File: src/rtl/tt_trng_ctrl.sv
// Sequencing controller for the ring-oscillator TRNG: ring warm-up, word assembly,
// repetition-count health test and valid/ready word delivery.
module tt_trng_ctrl #(
  parameter int WARMUP_CYCLES = 64,
  parameter int WORD_W        = 8,
  parameter int REP_LIMIT     = 16
) (
  input  logic              clk,
  input  logic              rst_n,
  input  logic              req,
  input  logic              raw_bit,
  input  logic              word_ready,
  input  logic              fault_clr,
  output logic              ring_en,
  output logic [WORD_W-1:0] word_out,
  output logic              word_valid,
  output logic              busy,
  output logic              fault
);

  localparam int WCNT_W = (WARMUP_CYCLES > 1) ? $clog2(WARMUP_CYCLES) : 1;
  localparam int BCNT_W = $clog2(WORD_W);

  localparam logic [WCNT_W-1:0] WARM_LAST = WCNT_W'(WARMUP_CYCLES - 1);
  localparam logic [WCNT_W-1:0] WARM_ONE  = WCNT_W'(1);
  localparam logic [BCNT_W-1:0] BIT_LAST  = BCNT_W'(WORD_W - 1);
  localparam logic [BCNT_W-1:0] BIT_ONE   = BCNT_W'(1);
  localparam logic [7:0]        REP_MAX   = 8'(REP_LIMIT);

  typedef enum logic [2:0] {
    S_IDLE,
    S_WARMUP,
    S_COLLECT,
    S_PRESENT,
    S_FAULT
  } state_t;

  state_t r_state;
  state_t w_state_nxt;

  logic [WCNT_W-1:0] r_warm_cnt;
  logic [BCNT_W-1:0] r_bit_cnt;
  logic [7:0]        r_rep_cnt;
  logic [7:0]        w_rep_nxt;
  logic              r_prev;
  logic [WORD_W-1:0] r_shift;
  logic [WORD_W-1:0] w_shift_nxt;
  logic [WORD_W-1:0] r_word;
  logic              w_collect;
  logic              w_rep_trip;
  logic              w_word_done;

  // A bit is only taken when COLLECT is not being aborted on the same edge.
  assign w_collect   = (r_state == S_COLLECT) && req;
  assign w_shift_nxt = {r_shift[WORD_W-2:0], raw_bit};
  assign w_word_done = (r_bit_cnt == BIT_LAST);

  // NOTE: every signal driven in an always_comb gets a default first, so no
  // path through the block leaves it unassigned and no latch is inferred.
  always_comb begin
    w_rep_nxt = 8'd1;
    if ((r_bit_cnt != '0) && (raw_bit == r_prev)) begin
      w_rep_nxt = (r_rep_cnt >= REP_MAX) ? REP_MAX : r_rep_cnt + 8'd1;
    end
  end

  assign w_rep_trip = (w_rep_nxt >= REP_MAX);

  always_comb begin
    w_state_nxt = r_state;
    case (r_state)
      S_IDLE: begin
        if (req) w_state_nxt = S_WARMUP;
      end
      S_WARMUP: begin
        if (!req)                          w_state_nxt = S_IDLE;
        else if (r_warm_cnt == WARM_LAST)  w_state_nxt = S_COLLECT;
      end
      S_COLLECT: begin
        if (!req)             w_state_nxt = S_IDLE;
        else if (w_rep_trip)  w_state_nxt = S_FAULT;
        else if (w_word_done) w_state_nxt = S_PRESENT;
      end
      S_PRESENT: begin
        // word_valid is high throughout PRESENT, so word_ready alone completes the handshake.
        if (word_ready) w_state_nxt = req ? S_COLLECT : S_IDLE;
      end
      S_FAULT: begin
        if (fault_clr) w_state_nxt = S_IDLE;
      end
      default: w_state_nxt = S_IDLE;
    endcase
  end

  // NOTE: sequential state uses non-blocking assignments so every register
  // samples the pre-edge values, independent of statement order.
  always_ff @(posedge clk or negedge rst_n) begin
    if (!rst_n) r_state <= S_IDLE;
    else        r_state <= w_state_nxt;
  end

  // NOTE: the shift register and word holding register are plain flops, not a
  // memory array, so they take the asynchronous reset like the counters.
  always_ff @(posedge clk or negedge rst_n) begin
    if (!rst_n) begin
      r_warm_cnt <= '0;
      r_bit_cnt  <= '0;
      r_rep_cnt  <= '0;
      r_prev     <= 1'b0;
      r_shift    <= '0;
      r_word     <= '0;
    end else begin
      r_warm_cnt <= (r_state == S_WARMUP) ? r_warm_cnt + WARM_ONE : '0;
      // Any exit from COLLECT (abort, fault, completion) rearms the bit counter.
      r_bit_cnt  <= (w_collect && (w_state_nxt == S_COLLECT)) ? r_bit_cnt + BIT_ONE : '0;
      if (w_collect) begin
        r_shift   <= w_shift_nxt;
        r_prev    <= raw_bit;
        r_rep_cnt <= w_rep_nxt;
      end
      if (w_collect && (w_state_nxt == S_PRESENT)) r_word <= w_shift_nxt;
    end
  end

  assign ring_en    = (r_state == S_WARMUP) || (r_state == S_COLLECT) || (r_state == S_PRESENT);
  assign busy       = ring_en;
  assign word_valid = (r_state == S_PRESENT);
  assign fault      = (r_state == S_FAULT);
  assign word_out   = r_word;

endmodule

File: config.mk
export PLATFORM = sky130hd
export DESIGN_NAME = tt_trng_ctrl
export DESIGN_NICKNAME = d
export VERILOG_FILES = /design/src/rtl/tt_trng_ctrl.sv
export SDC_FILE = /design/constraint.sdc
export NUM_CORES = 1
export LEC_CHECK = 0
export CAP_MARGIN = 20
export CELL_PAD_IN_SITES_DETAIL_PLACEMENT = 1
export CELL_PAD_IN_SITES_GLOBAL_PLACEMENT = 2
export CORE_MARGIN = 1.5
export CORE_UTILIZATION = 41
export CTS_BUF_LIST = sky130_fd_sc_hd__clkbuf_8
export DETAILED_ROUTE_END_ITERATION = 10
export HOLD_SLACK_MARGIN = 0.15
export PLACE_DENSITY = 0.85
export SKIP_LAST_GASP = 1
export SYNTH_ARGS = -nofsm -noshare
export SYNTH_HDL_FRONTEND = slang
export SYNTH_SLANG_ARGS = --single-unit
File: constraint.sdc
create_clock -name clk -period 5 [get_ports clk]
set_input_delay 1.25 -clock clk [delete_from_list [all_inputs] [get_ports clk]]
set_output_delay 1.25 -clock clk [all_outputs]
set_load 0.02 [all_outputs]
==> run summary <==
The tools report the fill cell instance count of the final layout as 414. The number of warning messages in the yosys log was 0; the mean post-synth cell area was 11.19 um^2. The tools report the critical path data arrival time as 1.77 ns. Of the available clock period, the critical path in the final layout requires 60.30%. When the netlist entered floorplanning its net count stood at 155. In this run the static leakage power is 0.9156 nW. Once detailed placement completed, the half-perimeter wirelength came to 2299 um. The core region is 3716 um^2.

For the number of H-tree levels, the log shows 2. The number of enable flip-flop cells after synthesis came out at 0. Across every metal layer, demand over resource in global routing totals 18.22%. The logs give 2 for the buffer levels on the longest clock path and 0 for the total setup violations reported at the end of the flow.

Share of flip-flops with an asynchronous set or reset: 100.0%. The peak supply drop was 0.0001266 V; the final weighted congestion in routability-driven placement was 0.7317. The logs give 143 for the cell count after synthesis and 176 for the net count of the finished layout.

The worst min-delay path category was reg2reg. The first global-routing pass estimated 5706 um of wire. Buffers added to address setup during post-CTS repair amount to 0.

First-pass iteration count of the detailed router: 4. On the final layout, the worst clock skew is 0.006043 ns. Setup repair after global routing left no endpoint under its margin. For the final sum of negative setup slack, the log shows 0 ns. At the later pin of the worst-skew pair, clock insertion delay measures 0.28 ns. The run finished with clean final reports. The initial core utilization is 43.06%, and the area added between synthesis and finish is 18.76%.

The number of pins exceeding their max-slew limit in the final report came out at 0. The floorplan step set the die height to 65.48 um. In this run, the number of DRC markers left after iteration 0 of detailed routing was 58. Power spread over the standard cell area amounts to 257.3 nW/um^2.

For the worst setup path, the data required time is 3.75 ns. The final number of hold-violating endpoints is 0, and the sum of overflow across all layers after global routing is 0. The count of nets left with antenna violations once routing finished came out at 0. In the final layout, the multi-input gates occupy 684.4 um^2.

The worst setup path is of the reg2out kind. The number of primary I/O pins was 18; the area of the die was 4287 um^2. The count of input and output buffers is 17. Entering global routing, the biggest net connects 36 pins.

The proportion of layout cells with a drive suffix above 1 was 12.27%; the total detailed-routing wirelength was 3207 um. The cell area after technology mapping came out at 1600 um^2. The number of antenna violations at the first check in global routing was 0; the average wire length per cell after detail routing was 15.20 um. The max-cap check violation count came out at 0. After clock tree synthesis, the clock-pin slew on the worst setup and hold paths is 0.06 ns. TritonCTS created 5 clock buffers. Yosys mapped the design onto 34 distinct sky130hd cell types. Cell total after placement: 205. For the via count, the log shows 1055. Gates resized during post-CTS repair numbered 0. For the maximum clock frequency, the log shows 331.7 MHz. Of the synthesized area, sequential elements account for 54.73%. After detailed routing, the number of vias per cell comes to 5.000. For the finished layout, the period the worst path requires is 3.015 ns. The repair_antennas step left the layout with diodes totalling 0. The tools report the nature of the critical path startpoint as a register. The number of sinks driven by the clock tree is 35, and the width of the chip is 65.48 um.

Synthesis inferred 35 register bits. Capturing element type of the critical path: a primary output. Root buffer selected by CTS: sky130_fd_sc_hd__clkbuf_8. Peak fanout along the critical path: 9.

TritonCTS built the clock tree. The residual DRC count came out at 0. Across the whole layout, storage elements account for 875.8 um^2.

The most used flip-flop cell after synthesis is sky130_fd_sc_hd__dfrtp_1. At the pin with the least slew margin, the transition time is 0.4582 ns. The logs give 0 for the count of hold buffers inserted by post-cts repair and 3.11 ns for the worst reg-to-reg setup slack. The worst slew margin relative to its limit was 69.45%. For the number of placement rows, the log shows 22. The count of placed standard cells in the final layout, fillers left out is 211, and the number of global-route vias before repair is 1184.
[per-layer routing]
layer | track usage [%] | share of wire (%)
met4 | 7.031 | 1.9
met2 | 28.44 | 50
met5 | 0 | 0
met3 | 6.336 | 3.2
met1 | 23.29 | 45
[worst paths after layout]
path	start	to	cells after the start
worst max-delay path	r_state[2]	word_valid	2
worst min-delay path	r_warm_cnt[0]	r_warm_cnt[0]	1
worst max register to register	r_rep_cnt[6]	word_out[5]	4
worst min register to register	r_warm_cnt[0]	r_warm_cnt[0]	1
max in group asynchronous	rst_n	r_warm_cnt[1]	2
min in group asynchronous	rst_n	r_rep_cnt[3]	2
[metrics by stage]
step	area [um^2]	hold slack, ns	worst slack [ns]	utilization, %	power [W]
CTS	1901	0.4622	1.972	51.14	0.0004958
global route	1901	0.4876	1.857	51.14	0.0005096
global placement	1828	0.4455	1.976	49.19	0.0003129
detailed placement	1828	0.4540	1.943	49.19	0.0003138
floorplan	1600	0.4329	2.571	-	0.0002999
finish	1901	0.4594	1.985	51.14	0.0004891
[cell usage after synthesis, types with 2 or more instances]
master                     count  area (um^2)
sky130_fd_sc_hd__nand3b_1      2        15.01
sky130_fd_sc_hd__nor3b_1       4        30.03
sky130_fd_sc_hd__nand3_1       3        15.01
sky130_fd_sc_hd__inv_1         6        22.52
sky130_fd_sc_hd__and2_1        3        18.77
sky130_fd_sc_hd__ha_1          6        75.07
sky130_fd_sc_hd__o21ai_0       4        20.02
sky130_fd_sc_hd__nand2_1      28        105.1
sky130_fd_sc_hd__nor2_1        8        30.03
sky130_fd_sc_hd__dfrtp_1      35        875.8
sky130_fd_sc_hd__a21oi_1       3        15.01
sky130_fd_sc_hd__nand4_1       2        12.51
sky130_fd_sc_hd__and3_1        3        18.77
sky130_fd_sc_hd__xor2_1        3        26.28
sky130_fd_sc_hd__xnor2_1       3        26.28
sky130_fd_sc_hd__nor2b_1       3        18.77
sky130_fd_sc_hd__clkbuf_1      3        11.26
sky130_fd_sc_hd__mux2_4        8        120.1
[layout by cell type (no fill, tap or decap), drive strengths merged]
cell type and n:
dfrtp 35, nand2 29, clkdlybuf4s50 17, nor2 9, mux2 8, inv 7
ha 6, clkbuf 5, nor3b 4, o21ai 4, and2 3, and3 3
xnor2 3, nand3 3, xor2 3, a21oi 3, nor2b 3, nand3b 2
nand4 2, buf 2, or4 1, nand2b 1, o211a 1, nor4bb 1
a31oi 1, o22ai 1, o211ai 1, or4b 1, nor3 1, or3 1
o21a 1, o2111a 1
[power by group]
group	switching (W)	internal (W)
Combinational	0.0000113	0.00000870
Clock	0.0000906	0.0000906
Sequential	0.00000233	0.000286
[sequential cells by signal, summed over array words and instances (netlist names)]
register,cells
r_warm_cnt,6
word_out,8
r_state,3
r_shift,7
r_rep_cnt,8
r_bit_cnt,3
[layout make-up]
cell class | count | area share (%)
multi-input cells | 97 | 36.01
repair buffers | 19 | 9.743
well taps | 48 | 3.160
inverters | 6 | 1.185
clock inverters | 1 | 0.1975
clock buffers | 5 | 3.621
flip-flops and latches | 35 | 46.08
[worst max-delay path, cell delays in order (launching register included)]
cell and delay [ns]:
sky130_fd_sc_hd__dfrtp_1 0.48, sky130_fd_sc_hd__nor3b_1 0.32, sky130_fd_sc_hd__clkdlybuf4s50_1 0.68
[kinds of logic after synthesis]
| kind of cell | after synthesis | share of synthesized area (%) |
|---|---|---|
| and+or+nand+nor | 64 | 21.19 |
| DFF | 35 | 54.73 |
| AOI/OAI and AO/OA | 13 | 5.708 |
| buffers and inverters | 11 | 2.893 |
| muxes | 8 | 7.506 |
| xor gates and xnor gates | 6 | 3.284 |
| adders and majority gates | 6 | 4.691 |
(Power assumes the default switching activity.)
